**config.mk**
```make
export PLATFORM = sky130hd
export DESIGN_NAME = inst_encoder
export DESIGN_NICKNAME = d
export VERILOG_FILES = /design/src/rtl/inst_encoder.sv
export SDC_FILE = /design/constraint.sdc
export NUM_CORES = 1
export LEC_CHECK = 0
export ABC_AREA = 1
export CORE_MARGIN = 8
export CORE_UTILIZATION = 50
export CTS_CLUSTER_SIZE = 10
export DETAILED_ROUTE_END_ITERATION = 7
export PLACE_DENSITY = 0.71
export SKIP_LAST_GASP = 1
export SYNTH_ARGS = -nofsm -noshare
export SYNTH_HDL_FRONTEND = slang
export SYNTH_SLANG_ARGS = --single-unit
export TNS_END_PERCENT = 20
```
**constraint.sdc**
```tcl
create_clock -name clk -period 12.44 [get_ports clk]
set_input_delay 1.244 -clock clk [delete_from_list [all_inputs] [get_ports clk]]
set_output_delay 1.244 -clock clk [all_outputs]
set_load 0.03 [all_outputs]
```
**src/rtl/inst_encoder.sv**
```systemverilog
// inst_encoder
//   Packs a decoded instruction description into a 32-bit ARM-format word,
//   tags it with a running word address and queues it for the
//   instruction-memory loader. Illegal class/subtype combinations are
//   dropped (no word, no address step) and raise a sticky error flag.
//
// Ports
//   clk, rst          clock; asynchronous active-high reset
//   in_valid/in_ready request handshake (in_ready is registered)
//   in_instype        1 data, 2 memory, 3 branch, 0 illegal
//   in_subtype        subtype within the class
//   in_cond           condition field, word[31:28]
//   in_op, in_s       opcode / {P,U,B,W}; S / L bit
//   in_rn..in_rm      register fields
//   in_imm            immediate / shift / offset payload
//   out_valid/ready   FIFO head handshake
//   out_word/out_addr encoded head word and its address tag
//   level             FIFO occupancy
//   err, err_clr      sticky illegal-request flag and its clear
module inst_encoder #(
  parameter int unsigned DEPTH     = 4,
  parameter logic [31:0] BASE_ADDR = 32'h0000_0000
) (
  input  logic                     clk,
  input  logic                     rst,
  input  logic                     in_valid,
  output logic                     in_ready,
  input  logic [1:0]               in_instype,
  input  logic [2:0]               in_subtype,
  input  logic [3:0]               in_cond,
  input  logic [3:0]               in_op,
  input  logic                     in_s,
  input  logic [3:0]               in_rn,
  input  logic [3:0]               in_rd,
  input  logic [3:0]               in_rs,
  input  logic [3:0]               in_rm,
  input  logic [23:0]              in_imm,
  output logic                     out_valid,
  input  logic                     out_ready,
  output logic [31:0]              out_word,
  output logic [31:0]              out_addr,
  output logic [$clog2(DEPTH):0]   level,
  output logic                     err,
  input  logic                     err_clr
);

  localparam int unsigned AW = $clog2(DEPTH);
  localparam logic [AW:0] LVL_FULL = (AW+1)'(DEPTH);

  localparam logic [1:0] CLS_DATA   = 2'd1;
  localparam logic [1:0] CLS_MEM    = 2'd2;
  localparam logic [1:0] CLS_BRANCH = 2'd3;

  logic [31:0]   r_word_mem [DEPTH];
  logic [31:0]   r_addr_mem [DEPTH];
  logic [AW-1:0] r_wr_ptr;
  logic [AW-1:0] r_rd_ptr;
  logic [AW:0]   r_level;
  logic [31:0]   r_pc;
  logic          r_err;
  logic          r_in_ready;

  logic          w_legal;
  logic [31:0]   w_word;
  logic          w_accept;
  logic          w_push;
  logic          w_pop;
  logic [AW:0]   w_level_nxt;

  // Word packing; w_legal marks the class/subtype pairs that have an encoding.
  always_comb begin
    w_legal = 1'b0;
    w_word  = '0;
    case (in_instype)
      CLS_DATA: begin
        case (in_subtype)
          3'd1: begin
            w_legal = 1'b1;
            w_word  = {in_cond, 2'b00, 1'b1, in_op, in_s, in_rn, in_rd, in_imm[11:0]};
          end
          3'd2: begin
            w_legal = 1'b1;
            w_word  = {in_cond, 2'b00, 1'b0, in_op, in_s, in_rn, in_rd,
                       in_imm[4:0], in_imm[6:5], 1'b0, in_rm};
          end
          3'd3: begin
            w_legal = 1'b1;
            w_word  = {in_cond, 2'b00, 1'b0, in_op, in_s, in_rn, in_rd,
                       in_rs, 1'b0, in_imm[6:5], 1'b1, in_rm};
          end
          3'd4: begin
            // Multiply swaps the rd/rn nibble positions relative to data ops.
            w_legal = 1'b1;
            w_word  = {in_cond, 6'b000000, in_op[0], in_s, in_rd, in_rn, in_rs,
                       4'b1001, in_rm};
          end
          default: begin
            w_legal = 1'b0;
            w_word  = '0;
          end
        endcase
      end
      CLS_MEM: begin
        case (in_subtype)
          3'd1: begin
            w_legal = 1'b1;
            w_word  = {in_cond, 2'b01, 1'b1, in_op, in_s, in_rn, in_rd,
                       in_imm[4:0], in_imm[6:5], 1'b0, in_rm};
          end
          3'd2: begin
            w_legal = 1'b1;
            w_word  = {in_cond, 2'b01, 1'b0, in_op, in_s, in_rn, in_rd, in_imm[11:0]};
          end
          default: begin
            w_legal = 1'b0;
            w_word  = '0;
          end
        endcase
      end
      CLS_BRANCH: begin
        case (in_subtype)
          3'd1: begin
            w_legal = 1'b1;
            w_word  = {in_cond, 3'b101, 1'b0, in_imm};
          end
          3'd2: begin
            w_legal = 1'b1;
            w_word  = {in_cond, 3'b101, 1'b1, in_imm};
          end
          default: begin
            w_legal = 1'b0;
            w_word  = '0;
          end
        endcase
      end
      default: begin
        w_legal = 1'b0;
        w_word  = '0;
      end
    endcase
  end

  assign w_accept = in_valid && r_in_ready;
  assign w_push   = w_accept && w_legal;
  assign w_pop    = out_valid && out_ready;

  always_comb begin
    w_level_nxt = r_level;
    case ({w_push, w_pop})
      2'b10:   w_level_nxt = r_level + 1'b1;
      2'b01:   w_level_nxt = r_level - 1'b1;
      default: w_level_nxt = r_level;
    endcase
  end

  always_ff @(posedge clk or posedge rst) begin
    if (rst) begin
      for (int i = 0; i < DEPTH; i++) begin
        r_word_mem[i] <= '0;
        r_addr_mem[i] <= '0;
      end
      r_wr_ptr   <= '0;
      r_rd_ptr   <= '0;
      r_level    <= '0;
      r_pc       <= BASE_ADDR;
      r_err      <= 1'b0;
      r_in_ready <= 1'b1;
    end else begin
      if (w_push) begin
        r_word_mem[r_wr_ptr] <= w_word;
        r_addr_mem[r_wr_ptr] <= r_pc;
        r_wr_ptr             <= r_wr_ptr + 1'b1;
        r_pc                 <= r_pc + 32'd4;
      end
      if (w_pop) begin
        r_rd_ptr <= r_rd_ptr + 1'b1;
      end
      r_level    <= w_level_nxt;
      // Registered from the next level so a pop never bypasses into in_ready.
      r_in_ready <= (w_level_nxt < LVL_FULL);
      // Set has priority over clear.
      if (w_accept && !w_legal) begin
        r_err <= 1'b1;
      end else if (err_clr) begin
        r_err <= 1'b0;
      end
    end
  end

  assign in_ready  = r_in_ready;
  assign out_valid = (r_level != '0);
  assign out_word  = r_word_mem[r_rd_ptr];
  assign out_addr  = r_addr_mem[r_rd_ptr];
  assign level     = r_level;
  assign err       = r_err;

endmodule

```
==> impl_metrics.ini <==
[worst_setup_path]
crit_fanout = 86
crit_buf_inv = 3
crit_type = reg2out
start_kind = register
rrSetupSlack_ns = 9.69
endpoint_kind = output pin
crit_required_ns = 11.20
critical-path-top-delay-family = buffers and inverters
path_cells = clkinv_2 > buf_4 > o21ai_0 > o22ai_1 > clkdlybuf4s50_1
worstPathArrival_ns = 3.86
crit_slowest_cell = buf_4
slowest_delay_ns = 0.79
rr_worst_depth = 8
cp.depth = 5

[synthesis]
synth_top_flop_cell = dfrtp_1
synth_edf_count = 0
netlist_top_cells_count = nand2_1 (698), dfrtp_1 (286), nor2_1 (185)
async_flop_share_pct = 100
yosysSeqAreaShare_pct = 50.5
ys_top_cells_by_area = dfrtp_1 (50%), nand2_1 (18%), o21ai_1 (5.6%), o21ai_0 (5.4%), nor2_1 (4.9%)
syn_area_sq_um = 14200
synth_seq_cells = 287
syn_avg_cell_area_sq_um = 7.62
synth.most_common_cell = nand2_1
syn-instance-count = 1866
yosysWarnings = 0
synth.largest_area_cell = dfrtp_1
yosys.area.top_type_share_pct = 50.3
synth_cell_type_count = 34

[drt]
vias = 12772
first_iter_violations = 1213
wl_per_cell_um = 16.7
antenna_left = 0
viasPerCell = 5.52
wl_mm = 38.7
drc = 0
drt-pass1-iter-count = 5

[sta]
finalSetupTns_ns = 0
relSlewSlack_pct = 34.2
worst_pin_slew_ns = 0.987
timing.final.ws_setup_ns = 7.34
finalCritPeriodShare_pct = 41.0
fin_skew_ns = 0.0130
finalHoldViolCount = 0
rsz0062_at_grt = false
period_minus_slack_ns = 5.10
finalMaxSlewViolations = 0
setup_viol = 0
fmax_mhz = 196

[hold_path]
hold_class = reg2reg
hold_depth = 2

[placement]
place_ws_ns = 7.19
place_congestion = 0.898
port_buffers = 126
hpwl_mm = 23.4

[clock_network]
cts_hold_buf = 0
postCtsSetupBuffers = 0
path_clk_slew_ns = 0.05
cts_tree = done
htreeDepth = 2
clkLatencyLatePin_ns = 0.51
clock_tree.root_cell = clkbuf_16
cts_resized = 0
numCtsBuffers = 35
clk_path_buf_depth = 3
cts.sinks = 287

[global_route]
overflow = 0
grt.total_usage_pct = 22.7
grt_pass1_vias = 12248
grt_pass1_wl_mm = 63.6
grt_max_degree = 135
grt_antenna_before_repair = 0

[cells_and_area]
area_growth_pct = 16.4
num_antenna_cells = 0
nets = 1992
drive_gt1_share_pct = 4.13

[floorplanning]
die-area_sq_um = 34100
core-area_sq_um = 27900
start_util_pct = 51.0
die_h_um = 185
fp.dieW_um = 185
io_pins = 129
rows = 61

[power_and_ir_drop]
ir_worst_vdd_uv = 157
power_density_nw_per_um2 = 228
p_leak_uw = 0.00789

[run]
maxCapViolCount = 0

[outcome]
status = finished clean
[cell families (layout without fill, tap and decap cells)]
group	Yosys count	in the layout	share of synthesized area [%]
xor+xnor	13	13	0.801
compound gates	379	379	13.9
other cells	1	2	0.0264
fa+ha+maj	7	7	0.669
flops	287	287	50.5
simple gates	985	985	27.9
buf+inv	194	264	6.15
[registers in the layout (all words and copies together) (netlist names), named ones only]
signal,cells
r_wr_ptr,2
level,2
r_rd_ptr,2
r_word_mem,128
r_addr_mem,120
err,1
r_pc,30
in_ready,1
[where the power goes]
part	switching (uW)	total, uW	internal (uW)
clock network	365	929	564
logic	988	1540	557
registers	161	1300	1130
[per-layer routing]
metal / track usage (%) / vias up / part of all wire (%)
li1: - / 6160 / -
met1: 31.5 / 6099 / 45
met2: 37.1 / 457 / 47
met3: 3.07 / 56 / 6.6
met4: 6.34 / 0 / 1.8
met5: 0 / - / 0
[area by class of cell]
class | count | area (sq um)
fill | 2492 | 11300
sequential | 287 | 7190
multi-input combinational | 1386 | 6210
timing repair buffer | 138 | 1350
clock buffer | 46 | 980
tap | 378 | 473
inverter | 78 | 304
clock inverter | 2 | 35.0
[worst paths after layout]
| path | start | to |
|---|---|---|
| min in group asynchronous | rst | r_addr_mem[99] |
| hold reg to reg | r_word_mem[80] | r_word_mem[80] |
| setup reg to reg | in_ready | in_ready |
| hold / removal | r_word_mem[80] | r_word_mem[80] |
| max in group asynchronous | rst | r_word_mem[84] |
| setup / recovery | r_rd_ptr[0] | out_word[24] |
[stage by stage]
stage	area [sq um]	instances	hold WS, ns	power (uW)	util (%)
floorplan	14200	1867	0.444	2270	-
global placement	15500	2267	0.456	2820	55.7
detailed placement	15500	2267	0.460	2850	55.7
CTS	16500	2315	0.474	3790	59.4
global route	16500	2315	0.488	3980	59.4
finish	16500	2315	0.473	3770	59.4
[worst reg2reg max path, stage by stage, from the launching register on]
cell	delay (ns)
dfstp_2	0.55
nand2_1	0.12
inv_1	0.38
nand2_4	0.36
ha_1	0.37
fa_1	0.38
o21ai_0	0.23
xor2_1	0.21
inv_1	0.06
[cells in the final DEF, fill, tap and decap left out, types with 2 or more instances in the layout]
cell and count:
a21oi_1 2, buf_4 12, dfrtp_1 284, nor2_8 2
nand3_1 52, clkbuf_8 2, o21ai_0 153, nand2_2 2
conb_1 2, nor2_1 185, nand3_4 6, clkinv_2 2
clkbuf_16 37, nand3_2 2, xor2_1 12, o21ai_1 160
ha_1 6, clkdlybuf4s50_1 126, o22ai_1 63, inv_1 71
clkinv_1 2, inv_2 2, nand4_1 30, nor2_4 2
nand2_4 2, nand2_1 698, clkbuf_1 7, nor2_2 2
Power figures use the tool's default switching activity.
